## src/rtl/sram_arbiter_pkg.sv

```systemverilog
// Shared constants and types for the MiniMIPS32 SRAM arbiter.
// Holds the outstanding-access state encodings and the grant identifiers
// used by both the arbiter top level and its round-robin helper.
package sram_arbiter_pkg;

  // Outstanding-access state encodings (2-bit, legacy-compatible values)
  localparam logic [1:0] SRAM_IDLE  = 2'd0;
  localparam logic [1:0] SRAM_I_OUT = 2'd1;
  localparam logic [1:0] SRAM_D_OUT = 2'd2;

  // Port identifiers carried by the grant and the last_grant register
  localparam logic GRANT_I = 1'b0;
  localparam logic GRANT_D = 1'b1;

  // Result of one arbitration round: whether anyone won, and who
  typedef struct packed {
    logic valid;
    logic sel;
  } grant_t;

  // The port that should win a tie, given the port served most recently
  function automatic logic rr_winner(input logic last_grant);
    return (last_grant == GRANT_I) ? GRANT_D : GRANT_I;
  endfunction

endpackage

```

## src/rtl/sram_arbiter_rr.sv

```systemverilog
// Two-input round-robin arbiter for the SRAM arbiter.
// A lone eligible port wins outright; when both are eligible the port not
// served most recently wins. last_grant resets to I so D wins the first tie.
module rr_arb2
  import sram_arbiter_pkg::*;
(
  input  logic   clk,
  input  logic   rst_n,
  input  logic   i_elig,
  input  logic   d_elig,
  input  logic   block,
  output grant_t grant
);

  logic last_grant;

  // Pick this cycle's winner; block (flush) suppresses every grant
  always_comb begin
    grant.valid = 1'b0;
    grant.sel   = GRANT_I;
    if (!block) begin
      if (i_elig && d_elig) begin
        grant.valid = 1'b1;
        grant.sel   = rr_winner(last_grant);
      end else if (i_elig) begin
        grant.valid = 1'b1;
        grant.sel   = GRANT_I;
      end else if (d_elig) begin
        grant.valid = 1'b1;
        grant.sel   = GRANT_D;
      end
    end
  end

  // Remember the port served last so the next tie goes the other way
  always_ff @(posedge clk or negedge rst_n) begin
    if (!rst_n) begin
      last_grant <= GRANT_I;
    end else if (grant.valid) begin
      last_grant <= grant.sel;
    end
  end

endmodule

```

## src/rtl/sram_arbiter.sv

```systemverilog
// Shares one single-ported synchronous SRAM between the instruction-fetch
// and data-memory ports of the MiniMIPS32 pipeline. At most one access is
// issued per cycle; each port is acknowledged one cycle after its grant,
// and a stall request is raised while any port is still waiting.
//
// state      | meaning
// -----------|-----------------------------------------------------------
// SRAM_IDLE  | nothing issued last cycle, no ack this cycle
// SRAM_I_OUT | fetch issued last cycle; i_ack and fetch data this cycle
// SRAM_D_OUT | data access issued last cycle; d_ack (and load data) now
module sram_arbiter
  import sram_arbiter_pkg::*;
#(
  parameter int ADDR_W = 32,
  parameter int DATA_W = 32
) (
  input  logic                cpu_clk_50M,
  input  logic                cpu_rst_n,
  input  logic                i_req,
  input  logic [ADDR_W-1:0]   i_addr,
  output logic                i_ack,
  output logic [DATA_W-1:0]   i_rdata,
  input  logic                d_req,
  input  logic [DATA_W/8-1:0] d_we,
  input  logic [ADDR_W-1:0]   d_addr,
  input  logic [DATA_W-1:0]   d_wdata,
  output logic                d_ack,
  output logic [DATA_W-1:0]   d_rdata,
  input  logic                flush,
  output logic                sram_en,
  output logic [DATA_W/8-1:0] sram_we,
  output logic [ADDR_W-1:0]   sram_addr,
  output logic [DATA_W-1:0]   sram_wdata,
  input  logic [DATA_W-1:0]   sram_rdata,
  output logic                stallreq_mem
);

  logic [1:0]        state;
  logic [1:0]        state_nxt;
  logic              d_wr_out;
  logic [DATA_W-1:0] i_hold;
  logic [DATA_W-1:0] d_hold;
  logic              i_elig;
  logic              d_elig;
  grant_t            grant;

  // A port still holds req during its ack cycle, so it is not eligible then
  assign i_elig = i_req && (state != SRAM_I_OUT);
  assign d_elig = d_req && (state != SRAM_D_OUT);

  rr_arb2 u_rr_arb2 (
    .clk    (cpu_clk_50M),
    .rst_n  (cpu_rst_n),
    .i_elig (i_elig),
    .d_elig (d_elig),
    .block  (flush),
    .grant  (grant)
  );

  // Drive the SRAM command for the winning port and choose the next state
  always_comb begin
    sram_en    = 1'b0;
    sram_we    = '0;
    sram_addr  = '0;
    sram_wdata = '0;
    state_nxt  = SRAM_IDLE;
    if (grant.valid) begin
      sram_en = 1'b1;
      if (grant.sel == GRANT_D) begin
        sram_we    = d_we;
        sram_addr  = d_addr;
        sram_wdata = d_wdata;
        state_nxt  = SRAM_D_OUT;
      end else begin
        sram_addr = i_addr;
        state_nxt = SRAM_I_OUT;
      end
    end
  end

  // Outstanding-access state; a flush lands here as IDLE since no grant is made
  always_ff @(posedge cpu_clk_50M or negedge cpu_rst_n) begin
    if (!cpu_rst_n) begin
      state <= SRAM_IDLE;
    end else begin
      state <= state_nxt;
    end
  end

  // Remember whether the data access in flight is a store, so its ack
  // does not overwrite the load-data hold register
  always_ff @(posedge cpu_clk_50M or negedge cpu_rst_n) begin
    if (!cpu_rst_n) begin
      d_wr_out <= 1'b0;
    end else if (grant.valid && (grant.sel == GRANT_D)) begin
      d_wr_out <= |d_we;
    end
  end

  // Acks follow the outstanding state one cycle after the grant; flush cancels them
  assign i_ack = (state == SRAM_I_OUT) && !flush;
  assign d_ack = (state == SRAM_D_OUT) && !flush;

  // Keep the last delivered fetch word visible after its ack
  always_ff @(posedge cpu_clk_50M or negedge cpu_rst_n) begin
    if (!cpu_rst_n) begin
      i_hold <= '0;
    end else if (i_ack) begin
      i_hold <= sram_rdata;
    end
  end

  // Keep the last delivered load word visible; stores leave it untouched
  always_ff @(posedge cpu_clk_50M or negedge cpu_rst_n) begin
    if (!cpu_rst_n) begin
      d_hold <= '0;
    end else if (d_ack && !d_wr_out) begin
      d_hold <= sram_rdata;
    end
  end

  assign i_rdata = i_ack ? sram_rdata : i_hold;
  assign d_rdata = (d_ack && !d_wr_out) ? sram_rdata : d_hold;

  assign stallreq_mem = (i_req && !i_ack) || (d_req && !d_ack);

endmodule

```

## config.mk

```make
export PLATFORM = sky130hd
export DESIGN_NAME = sram_arbiter
export DESIGN_NICKNAME = d
export VERILOG_FILES = /design/src/rtl/sram_arbiter_pkg.sv /design/src/rtl/sram_arbiter_rr.sv /design/src/rtl/sram_arbiter.sv
export SDC_FILE = /design/constraint.sdc
export NUM_CORES = 1
export LEC_CHECK = 0
export ABC_CLOCK_PERIOD_IN_PS = 2000
export BUFFER_PORTS_ARGS = -buffer_cell sky130_fd_sc_hd__buf_4
export CORE_AREA = 2 2 105 107
export DETAILED_ROUTE_END_ITERATION = 12
export DIE_AREA = 0 0 107 109
export PLACE_DENSITY_LB_ADDON = 0.25
export SLEW_MARGIN = 20
export SYNTH_ARGS = -nofsm -noshare
export SYNTH_HDL_FRONTEND = slang
export SYNTH_SLANG_ARGS = --single-unit
```

## constraint.sdc

```tcl
create_clock -name cpu_clk_50M -period 2 [get_ports cpu_clk_50M]
set_clock_uncertainty 0.15 [all_clocks]
set_input_delay 0.4 -clock cpu_clk_50M [delete_from_list [all_inputs] [get_ports cpu_clk_50M]]
set_output_delay 0.4 -clock cpu_clk_50M [all_outputs]
set_load 0.02 [all_outputs]
```

==> results.ini, run 1 <==
[synthesis]
count_of_cell_types_in_the_netlist=25
synth_fa_ha_area_share_pct=0.697
post_synthesis_mux_area_share_pct=22.3
synth-edff-count=0
dominantRegCellSynth=sky130_fd_sc_hd__dfrtp_1
yosys.area_share.simple_pct=9.95
synth_xor_xnor_area_share_pct=0
largest_family_of_logic_cells_by_synthesized_area=multiplexers
synth_area_per_cell_um2=13.0
synth_compound_area_share_pct=9.88
syn-cell-area_um2=3230
ys.warnings.count=0
synth_cells=248
share_of_synthesized_area_occupied_by_flip_flops_and_latches_pct=52.7
syn-num-nets=385
synth_async_sr_flop_share_pct=100
synth-seq-cells=68

[die]
die_width_um=107
dieHeight_um=109
die-area_um2=11700
num_rows=38
starting_density_of_the_core_pct=30.5
io_pins=273
core_region_area_um2=10600

[drt]
drt-pass1-iter-count=4
final_antenna_net_count=0
remaining_drc_errors=0
finalWirelength_um=13100
detail_route.iter0.violations=87
vias=3335
vias_per_cell=4.82
drt-wirelength-per-cell_um=18.9

[grt]
grt_max_degree=35
global_route.peak_usage_layer=met2
grt.overflow.total=0
grt.met3_usage_pct=7.17
global_route_met1_utilization_pct=20.7
first_global_vias=3470
use_met2_pct=38.3
global_route_wire_length_before_repair_um=18200
grt_antenna_before_repair=0
grt.total_usage_pct=20.3

[hold_path]
whs_path_depth=2
worst_min_path_class=in2reg

[timing]
setup_total_negative_slack_ns=-54.24
worst_slew_pin_slew_ns=0.401
maxSlewViolCount=0
final_period_minus_worst_setup_slack_ns=2.48
timing.max_slew.rel_slack_pct=73.0
timing.final.ws_setup_ns=-0.480
grt_setup_unrepaired=true
report.final.setup_viol=135
fmax_mhz=403
final.period_utilization_pct=124
final_hold_viol_count=0

[run_status]
failing_checks=setup timing
outcome=finished, violations left

[setup_path]
crit_path_max_fanout=32
worst_setup_path_end_kind=output port
ff2ff_path_depth=4
worstPathArrival_ns=1.93
worstPathRequired_ns=1.45
critPathKind=reg2out
start_kind=register

[clocking]
cts_buffer_count=9
cts_num_sinks=68
cts_root_buf=sky130_fd_sc_hd__clkbuf_8
clkLatencyLatePin_ns=0.32
cts_buffer_depth=2
cts_tree=yes
clkTransAtPathRegs_ns=0.07
number_of_levels_the_h_tree_was_split_into=3

[final_layout]
multiInputGateArea_um2=1850
drive_above_1_share_pct=83.7
final-seq-area_um2=1700
area.growth.synth_to_final_pct=111
num-fill-cells=827
fin_nets=685
ant_diodes=0

[power_and_ir_drop]
totalPowerFinal_mw=5.67
p_per_area_nw_per_um2=832
static-leakage-power_nw=3.36
worst_ir_drop_on_vdd_uv=610

[place]
hpwl_um=9100
numPortBuffers=272
gpl.final_weighted_congestion=0.758

[flow_run]
count_of_maximum_capacitance_violations=0

per-stage QoR:
stage | setup WS, ns | cells | instance area [um2] | util [%] | hold WS (ns)
after CTS | -0.485 | 685 | 6620 | 62.4 | 0.159
after floorplan | -0.0441 | 248 | 3510 | - | -0.0456
after global placement | -0.334 | 657 | 5820 | 54.9 | 0.116
after detailed placement | -0.364 | 657 | 5820 | 54.9 | 0.121
final | -0.480 | 692 | 6820 | 64.3 | 0.180
after global routing | -0.574 | 692 | 6820 | 64.3 | 0.160
Yosys cell counts, drive strengths merged (2+ instances only):
master | number | area (um2)
clkbuf | 9 | 35.0
o21ai | 2 | 10.0
maj3 | 2 | 22.5
nor2b | 2 | 12.5
nand2 | 2 | 7.51
inv | 2 | 7.51
buf | 13 | 103
dfrtp | 68 | 1700
a22o | 31 | 272
nor2 | 3 | 11.3
a21oi | 4 | 20.0
and3 | 36 | 225
nand2b | 2 | 12.5
mux2 | 64 | 721
layer usage:
| metal | up-vias | part of all wire, % |
|---|---|---|
| met3 | 24 | 8.7 |
| met2 | 161 | 55 |
| met4 | 0 | 2.8 |
| met5 | - | 0 |
| met1 | 1632 | 33 |
| li1 | 1518 | - |
sequential cells by signal, summed over array words and instances (netlist names):
signal and cells:
d_hold 32, d_wr_out 1, i_hold 32, state 2, u_rr_arb2.last_grant 1
final timing paths:
path	from	to	slack [ns]
setup / recovery	state[0]$_DFF_PN0_	d_rdata[4]	-0.48
hold / removal	sram_rdata[24]	i_hold[24]$_DFF_PN0_	0.18
setup reg to reg	state[0]$_DFF_PN0_	d_hold[4]$_DFF_PN0_	0.29
hold reg to reg	d_hold[5]$_DFF_PN0_	d_hold[5]$_DFF_PN0_	0.34
max in group asynchronous	cpu_rst_n	i_hold[1]$_DFF_PN0_	0.86
min in group asynchronous	cpu_rst_n	i_hold[12]$_DFF_PN0_	0.32
cell type report:
cell class / count / area share [%]
Sequential cell: 68 / 25.0
Clock inverter: 5 / 0.440
Tap cell: 140 / 2.57
Multi-Input combinational cell: 156 / 27.1
Timing Repair Buffer: 311 / 43.0
Inverter: 2 / 0.110
Clock buffer: 10 / 1.87
layout by cell type (no fill, tap or decap), types with 2 or more instances in the layout:
cell / instances
sky130_fd_sc_hd__a21oi_1: 3
sky130_fd_sc_hd__a22o_1: 2
sky130_fd_sc_hd__a22o_4: 29
sky130_fd_sc_hd__and3_4: 36
sky130_fd_sc_hd__buf_12: 10
sky130_fd_sc_hd__buf_16: 5
sky130_fd_sc_hd__buf_4: 216
sky130_fd_sc_hd__buf_6: 73
sky130_fd_sc_hd__clkbuf_16: 5
sky130_fd_sc_hd__clkbuf_8: 9
sky130_fd_sc_hd__clkinv_2: 3
sky130_fd_sc_hd__clkinvlp_4: 2
sky130_fd_sc_hd__dfrtp_1: 68
sky130_fd_sc_hd__maj3_2: 2
sky130_fd_sc_hd__mux2_1: 2
sky130_fd_sc_hd__mux2_2: 62
sky130_fd_sc_hd__nand2_1: 2
sky130_fd_sc_hd__nand2b_1: 2
sky130_fd_sc_hd__nor2_1: 2
sky130_fd_sc_hd__o21ai_0: 2
cells by family (layout without fill, tap and decap cells):
kind of cell / after synthesis / after routing
simple gates: 51 / 51
compound gates: 39 / 39
buf+inv: 24 / 328
mux: 64 / 64
flops: 68 / 68
fa+ha+maj: 2 / 2
timing repair:
action,in CTS,in global routing
endpoints found under the setup margin,135,135
pin swaps,24,20
hold buffers,1,0
gates resized for setup,104,20
setup buffers,7,4
endpoints found under the hold margin,14,0
cloned,6,5
where the power goes:
group | total, mW | switching [mW] | internal (mW)
clock network | 0.924 | 0.488 | 0.436
registers | 1.88 | 0.102 | 1.78
logic | 2.87 | 1.39 | 1.48
total | 5.67 | 1.98 | 3.69
worst max-delay path, stage by stage (launching register included):
cell and delay (ns):
sky130_fd_sc_hd__dfrtp_1 0.41, sky130_fd_sc_hd__nand2b_1 0.22, sky130_fd_sc_hd__nor3_4 0.17, sky130_fd_sc_hd__buf_12 0.24, sky130_fd_sc_hd__mux2_2 0.38, sky130_fd_sc_hd__buf_4 0.16
Power figures use the tool's default switching activity.
==> run 2, diff against run 1 <==
--- a/config.mk
+++ b/config.mk
@@ -15,3 +15,4 @@
 export SYNTH_ARGS = -nofsm -noshare
 export SYNTH_HDL_FRONTEND = slang
 export SYNTH_SLANG_ARGS = --single-unit
+export TNS_END_PERCENT = 5
==> run 2 against run 1 <==
Compared with the run above:
- the run still ends with setup timing left
- worst setup slack worse by 0.0086 ns
- first-iteration DRC count up 56%
- highest routed layer unchanged
- largest cell class unchanged
- sequential power about the same
- largest power group unchanged
- fmax down 0.35%
- clock power up 23%
- wire length down 0.27%
- critical endpoint is now sram_addr[15]
==> results.ini, run 2 (synthesis gave the netlist of run 1 again) <==
[power_and_ir_drop]
static-leakage-power_nw=3.25  ; -3.3%
p_per_area_nw_per_um2=878  ; +5.6%
worst_ir_drop_on_vdd_uv=693  ; +14%
totalPowerFinal_mw=5.74  ; +1.3%
power.share.combinational_pct=47.4  ; -3.2 points
cell_internal_pwr_mw=3.75  ; +1.6%
relative_contribution_of_the_clock_network_to_total_power_pct=19.9  ; +3.6 points
switching_fraction_pct=34.6  ; -0.22 points
power.switching_mw=1.99  ; +0.65%
pwr-share-seq_pct=32.7  ; -0.4 points

[die]
core_region_area_um2=10600  ; unchanged
io_pins=273  ; unchanged
die-area_um2=11700  ; unchanged
dieHeight_um=109  ; unchanged
starting_density_of_the_core_pct=30.5  ; unchanged
die_width_um=107  ; unchanged
num_rows=38  ; unchanged

[setup_path]
worst_setup_path_end_kind=output port
reg2reg_setup_slack_ns=0.31  ; +0.02 ns
crit-reg2reg-capture=d_hold[17]$_DFF_PN0_
worstPathArrival_ns=1.94  ; about the same
ff2ff_path_depth=4  ; unchanged
critPathKind=reg2out
crit-reg2reg-launch=state[0]$_DFF_PN0_
crit_start=u_rr_arb2.last_grant$_DFFE_PN0P_
crit_path_max_fanout=12  ; -63%
worstPathRequired_ns=1.45  ; about the same
start_kind=register

[timing]
final_hold_viol_count=0  ; unchanged
grt_setup_unrepaired=true
report.final.setup_viol=135  ; unchanged
maxSlewViolCount=0  ; unchanged
worst_slew_pin_slew_ns=0.337  ; -0.0640 ns
timing.final.ws_setup_ns=-0.489  ; -0.00863 ns
setup_total_negative_slack_ns=-52.97  ; +1.26 ns
final_period_minus_worst_setup_slack_ns=2.49  ; +0.00863 ns
fmax_mhz=402  ; -0.35%
timing.max_slew.rel_slack_pct=77.3  ; +4.3 points
final.period_utilization_pct=124  ; +0.43 points

[grt]
grt.total_usage_pct=21.6  ; +1.3 points
global_route_wire_length_before_repair_um=19000  ; +4.5%
first_global_vias=3452  ; -0.52%
grt.overflow.total=0  ; unchanged
grt_max_degree=35  ; unchanged
grt_antenna_before_repair=0  ; unchanged

[drt]
finalWirelength_um=13000  ; -0.27%
vias_per_cell=4.79  ; -0.60%
vias=3272  ; -1.9%
drt-wirelength-per-cell_um=19.1  ; +1.0%
final_antenna_net_count=0  ; unchanged
remaining_drc_errors=0  ; unchanged
drt-pass1-iter-count=4  ; unchanged
detail_route.iter0.violations=136  ; +56%

[final_layout]
final_util_pct=61.7  ; -2.6 points
fin_nets=675  ; -1.5%
final_cell_mix=sky130_fd_sc_hd__buf_4 (232), sky130_fd_sc_hd__dfrtp_1 (68), sky130_fd_sc_hd__mux2_2 (61), sky130_fd_sc_hd__buf_6 (57), sky130_fd_sc_hd__and3_4 (34)
ant_diodes=0  ; unchanged
largestRegisters=d_hold: 32 flops, i_hold: 32 flops, state: 2 flops
area.growth.synth_to_final_pct=102
drive_above_1_share_pct=82.7  ; -1.0 points
layoutNonFillerInstCount=683  ; -1.3%
mostFrequentLayoutCell=sky130_fd_sc_hd__buf_4

[clocking]
clkLatencyLatePin_ns=0.34  ; +0.02 ns
clkTransAtPathRegs_ns=0.08  ; about the same
cts_buffer_depth=2  ; unchanged
cts_tree=yes
cts_num_sinks=68  ; unchanged
cts_buffer_count=9  ; unchanged
number_of_levels_the_h_tree_was_split_into=3  ; unchanged
cts_root_buf=sky130_fd_sc_hd__clkbuf_8

[run_status]
outcome=finished, violations left
failing_checks=setup timing

[place]
place.detailed.instances=658  ; +0.15%
numPortBuffers=272  ; unchanged
hpwl_um=10000  ; +10%
pre_cts_slack_ns=-0.351  ; +0.0126 ns
gpl.final_weighted_congestion=0.817  ; +7.8%

[hold_path]
worst_hold_startpoint=sram_rdata[5]
whs_path_depth=2  ; unchanged
worst_min_path_class=in2reg
timing.hold.worst_endpoint=d_hold[5]$_DFF_PN0_

[flow_run]
count_of_maximum_capacitance_violations=0  ; unchanged

run 2: cell types whose count changed in the layout (fill, tap and decap cells not counted), moves of 2 or more:
cell	delta
sky130_fd_sc_hd__and3_1	+2
sky130_fd_sc_hd__buf_12	-3
sky130_fd_sc_hd__buf_16	-3
sky130_fd_sc_hd__and3_4	-2
sky130_fd_sc_hd__clkbuf_16	-5
sky130_fd_sc_hd__buf_6	-16
sky130_fd_sc_hd__clkinv_2	-3
sky130_fd_sc_hd__buf_4	+16
run 2: final cells by class:
type	count	area [um2]
multi-input combinational	156	1840
clock buffer	11	141
inverter	2	7.51
tap	140	175
timing repair buffer	301	2620
clock inverter	5	61.3
sequential	68	1700
fill	855	4060
run 2: worst max-delay path, cell delays in order (launching register included):
cell	delay, ns
sky130_fd_sc_hd__dfrtp_1	0.38
sky130_fd_sc_hd__nor2b_1	0.06
sky130_fd_sc_hd__maj3_2	0.32
sky130_fd_sc_hd__nor3b_4	0.23
sky130_fd_sc_hd__buf_4	0.18
sky130_fd_sc_hd__buf_16	0.15
sky130_fd_sc_hd__a22o_4	0.13
sky130_fd_sc_hd__buf_4	0.13
run 2: worst max-delay path by stage:
stage                         end  cells after the start
finish              sram_addr[15]                      7
global route          i_rdata[20]                      6
CTS                   i_rdata[13]                      6
detailed placement   sram_addr[1]                      7
global placement     sram_addr[1]                      7
floorplan             i_rdata[10]                      4
run 2: power groups by stage:
stage | Clock, mW | Sequential, mW | Combinational [mW]
2_1_floorplan | 0 | 1.87 | 1.41
3_3_place_gp | 0 | 1.89 | 2.56
3_5_place_dp | 0 | 1.92 | 2.58
4_1_cts | 1.17 | 1.89 | 2.72
5_1_grt | 1.23 | 1.92 | 2.88
6_report | 1.14 | 1.88 | 2.72
run 2: routing by layer:
metal / wire [um] / up-vias / GRT usage, %
met5: 0 / - / 0
met4: 274 / 0 / 7.33
met3: 1530 / 14 / 9.38
met2: 6690 / 163 / 38.1
met1: 4520 / 1604 / 23.3
li1: - / 1491 / -
run 2: what timing repair did:
item                                    CTS  global route
endpoints found under the setup margin  135           135
pin swaps                                42            15
hold endpoints to repair                 21             0
cloned                                    2             0
resized for setup                        80            21
buffers inserted                          6             0
hold buffers                              1             0
run 2: per-stage QoR:
step | cell area (um2) | hold WS [ns]
after global routing | 6540 | 0.145
after detailed placement | 5820 | 0.163
after CTS | 6460 | 0.139
final | 6540 | 0.158
after global placement | 5820 | 0.160
after floorplan | 3490 | -0.0456
==> run 3, diff against run 2 <==
--- a/config.mk
+++ b/config.mk
@@ -10,7 +10,7 @@
 export CORE_AREA = 2 2 105 107
 export DETAILED_ROUTE_END_ITERATION = 12
 export DIE_AREA = 0 0 107 109
-export PLACE_DENSITY_LB_ADDON = 0.25
+export PLACE_DENSITY = 0.69
 export SLEW_MARGIN = 20
 export SYNTH_ARGS = -nofsm -noshare
 export SYNTH_HDL_FRONTEND = slang
==> run 3 against run 2 <==
Compared with the run above:
- largest cell class unchanged
- critical path type unchanged
- hold slack gained 0.0011 ns
- highest routed layer unchanged
- critical endpoint is now i_rdata[9]
- critical path depth did not move
- die area did not move
- the flow still finishes with violations (setup timing)
- cell count up 1.9%
==> results.ini, run 3 (synthesis gave the netlist of run 1 again) <==
[run_status]
outcome=finished, violations left
failing_checks=setup timing

[final_layout]
ant_diodes=0  ; unchanged
num-fill-cells=750  ; -12%
final_cell_mix=sky130_fd_sc_hd__buf_4 (166), sky130_fd_sc_hd__buf_6 (129), sky130_fd_sc_hd__dfrtp_1 (67), sky130_fd_sc_hd__mux2_4 (60), sky130_fd_sc_hd__and3_4 (36)
fin_nets=688  ; +1.9%
final_util_pct=68.4  ; +6.7 points
design_area_um2=7250  ; +11%
layoutNonFillerInstCount=696  ; +1.9%
mostFrequentLayoutCell=sky130_fd_sc_hd__buf_4
drive_above_1_share_pct=85.1  ; +2.4 points
largestRegisters=d_hold: 32 flops, i_hold: 32 flops, state: 2 flops
area.growth.synth_to_final_pct=124

[setup_path]
critical_path.slowest_cell=sky130_fd_sc_hd__dfrtp_1
start_kind=register
crit-reg2reg-launch=state[0]$_DFF_PN0_
critPathKind=reg2out
worstPathRequired_ns=1.45  ; about the same
path_buf_inv=4  ; +1
cp_cell_sequence=buf_4, nand2b_4, nor2_4, buf_12, buf_8, mux2_2, buf_4
crit_path_max_fanout=6  ; -6
worst_setup_path_end_kind=output port
top_family_by_delay_on_critical_path=buffers and inverters
critical-path-top-cell-by-count=sky130_fd_sc_hd__buf_4
crit_start=state[1]$_DFF_PN0_
worstPathArrival_ns=1.94  ; about the same
critPathMaxStageDelay_ns=0.40  ; +0.02 ns

[clocking]
clkTransAtPathRegs_ns=0.08  ; about the same
cts_tree=yes
number_of_levels_the_h_tree_was_split_into=3  ; unchanged
cts_buffer_count=9  ; unchanged
clkLatencyLatePin_ns=0.33  ; about the same
cts_num_sinks=68  ; unchanged
cts_buffer_depth=2  ; unchanged
cts_root_buf=sky130_fd_sc_hd__clkbuf_8

[power_and_ir_drop]
power.share.combinational_pct=52.5  ; +5.1 points
power.switching_mw=2.14  ; +7.5%
worst_ir_drop_on_vdd_uv=664  ; -4.2%
switching_fraction_pct=33.8  ; -0.87 points
cell_internal_pwr_mw=4.20  ; +12%
totalPowerFinal_mw=6.34  ; +10%
pwr-share-seq_pct=30.0  ; -2.7 points
relative_contribution_of_the_clock_network_to_total_power_pct=17.5  ; -2.4 points
p_per_area_nw_per_um2=874  ; -0.50%
static-leakage-power_nw=3.60  ; +11%

[place]
numPortBuffers=272  ; unchanged
pre_cts_slack_ns=-0.365  ; -0.0132 ns
place.detailed.instances=662  ; +0.61%
hpwl_um=9710  ; -3.0%
gpl.final_weighted_congestion=0.724  ; -11%
dpl_cell_area_um2=5850  ; +0.52%

[timing]
timing.final.ws_setup_ns=-0.494  ; -0.00482 ns
finalHoldWorstSlack_ns=0.159  ; +0.00114 ns
setup_total_negative_slack_ns=-53.00  ; -0.0222 ns
maxSlewViolCount=0  ; unchanged
final_hold_viol_count=0  ; unchanged
timing.max_slew.rel_slack_pct=72.4  ; -4.9 points
final.period_utilization_pct=125  ; +0.24 points
report.final.setup_viol=135  ; unchanged
worst_slew_pin_slew_ns=0.410  ; +0.0729 ns
grt_setup_unrepaired=true
final_period_minus_worst_setup_slack_ns=2.49  ; +0.00482 ns
fmax_mhz=401  ; -0.19%

[drt]
drt-wirelength-per-cell_um=20.6  ; +8.3%
remaining_drc_errors=0  ; unchanged
drt-pass1-iter-count=4  ; unchanged
vias_per_cell=4.88  ; +1.9%
final_antenna_net_count=0  ; unchanged
detail_route.iter0.violations=109  ; -20%
vias=3396  ; +3.8%
finalWirelength_um=14400  ; +10%

[die]
dieHeight_um=109  ; unchanged
die-area_um2=11700  ; unchanged
starting_density_of_the_core_pct=30.5  ; unchanged
core_region_area_um2=10600  ; unchanged
num_rows=38  ; unchanged
die_width_um=107  ; unchanged
io_pins=273  ; unchanged

[grt]
grt.overflow.total=0  ; unchanged
grt_max_degree=32  ; -8.6%
global_route_wire_length_before_repair_um=18400  ; -3.1%
grt_antenna_before_repair=0  ; unchanged
first_global_vias=3456  ; +0.12%
grt.total_usage_pct=20.7  ; -0.93 points

[hold_path]
worst_min_path_class=in2reg
worst_hold_startpoint=sram_rdata[15]

[flow_run]
count_of_maximum_capacitance_violations=0  ; unchanged

==> run 3: worst paths after layout <==
path | endpoint | slack [ns] | cells past startpoint
max | i_rdata[9] | -0.49 | 7
min | d_hold[15]$_DFF_PN0_ | 0.16 | 2
max reg2reg | d_hold[11]$_DFF_PN0_ | 0.18 | 6
min reg2reg | i_hold[9]$_DFF_PN0_ | 0.35 | 1
max in group asynchronous | i_hold[13]$_DFF_PN0_ | 0.84 | 3
min in group asynchronous | d_hold[26]$_DFF_PN0_ | 0.34 | 2
==> run 3: worst register-to-register path: stages (launching register included) <==
cell and delay, ns:
sky130_fd_sc_hd__dfrtp_2 0.45, sky130_fd_sc_hd__nand2b_4 0.17, sky130_fd_sc_hd__nor3_4 0.16, sky130_fd_sc_hd__buf_6 0.17, sky130_fd_sc_hd__buf_12 0.15, sky130_fd_sc_hd__mux2_4 0.32
sky130_fd_sc_hd__buf_4 0.14
==> run 3: power groups by stage <==
stage          Sequential (mW)  Clock [mW]  Combinational (mW)
2_1_floorplan             1.87           0                1.41
3_3_place_gp              1.89           0                2.56
3_5_place_dp              1.91           0                2.60
4_1_cts                   1.88        1.15                2.72
5_1_grt                   1.94        1.21                3.48
6_report                  1.90        1.11                3.32
==> run 3: final cells by class <==
class,instances,area [um2],area share (%)
timing repair buffer,314,3080,42.5
clock buffer,10,128,1.76
tap,140,175,2.42
clock inverter,6,63.8,0.880
multi-input combinational,156,2090,28.8
sequential,68,1700,23.5
inverter,2,7.51,0.104
==> run 3: timing repair <==
item	4_1_cts	5_1_grt
buffers inserted	0	8
gates cloned	0	9
resized for setup	98	145
hold buffers	1	0
endpoints found under the hold margin	20	0
pin swaps	63	5
endpoints found under the setup margin	135	135
==> run 3: routing by layer <==
layer / vias up / GRT usage, % / routed length, um
met1: 1654 / 22.1 / 5150
met5: - / 0 / 0
met2: 183 / 37.2 / 7530
li1: 1521 / - / -
met3: 38 / 6.22 / 1010
met4: 0 / 10.5 / 671
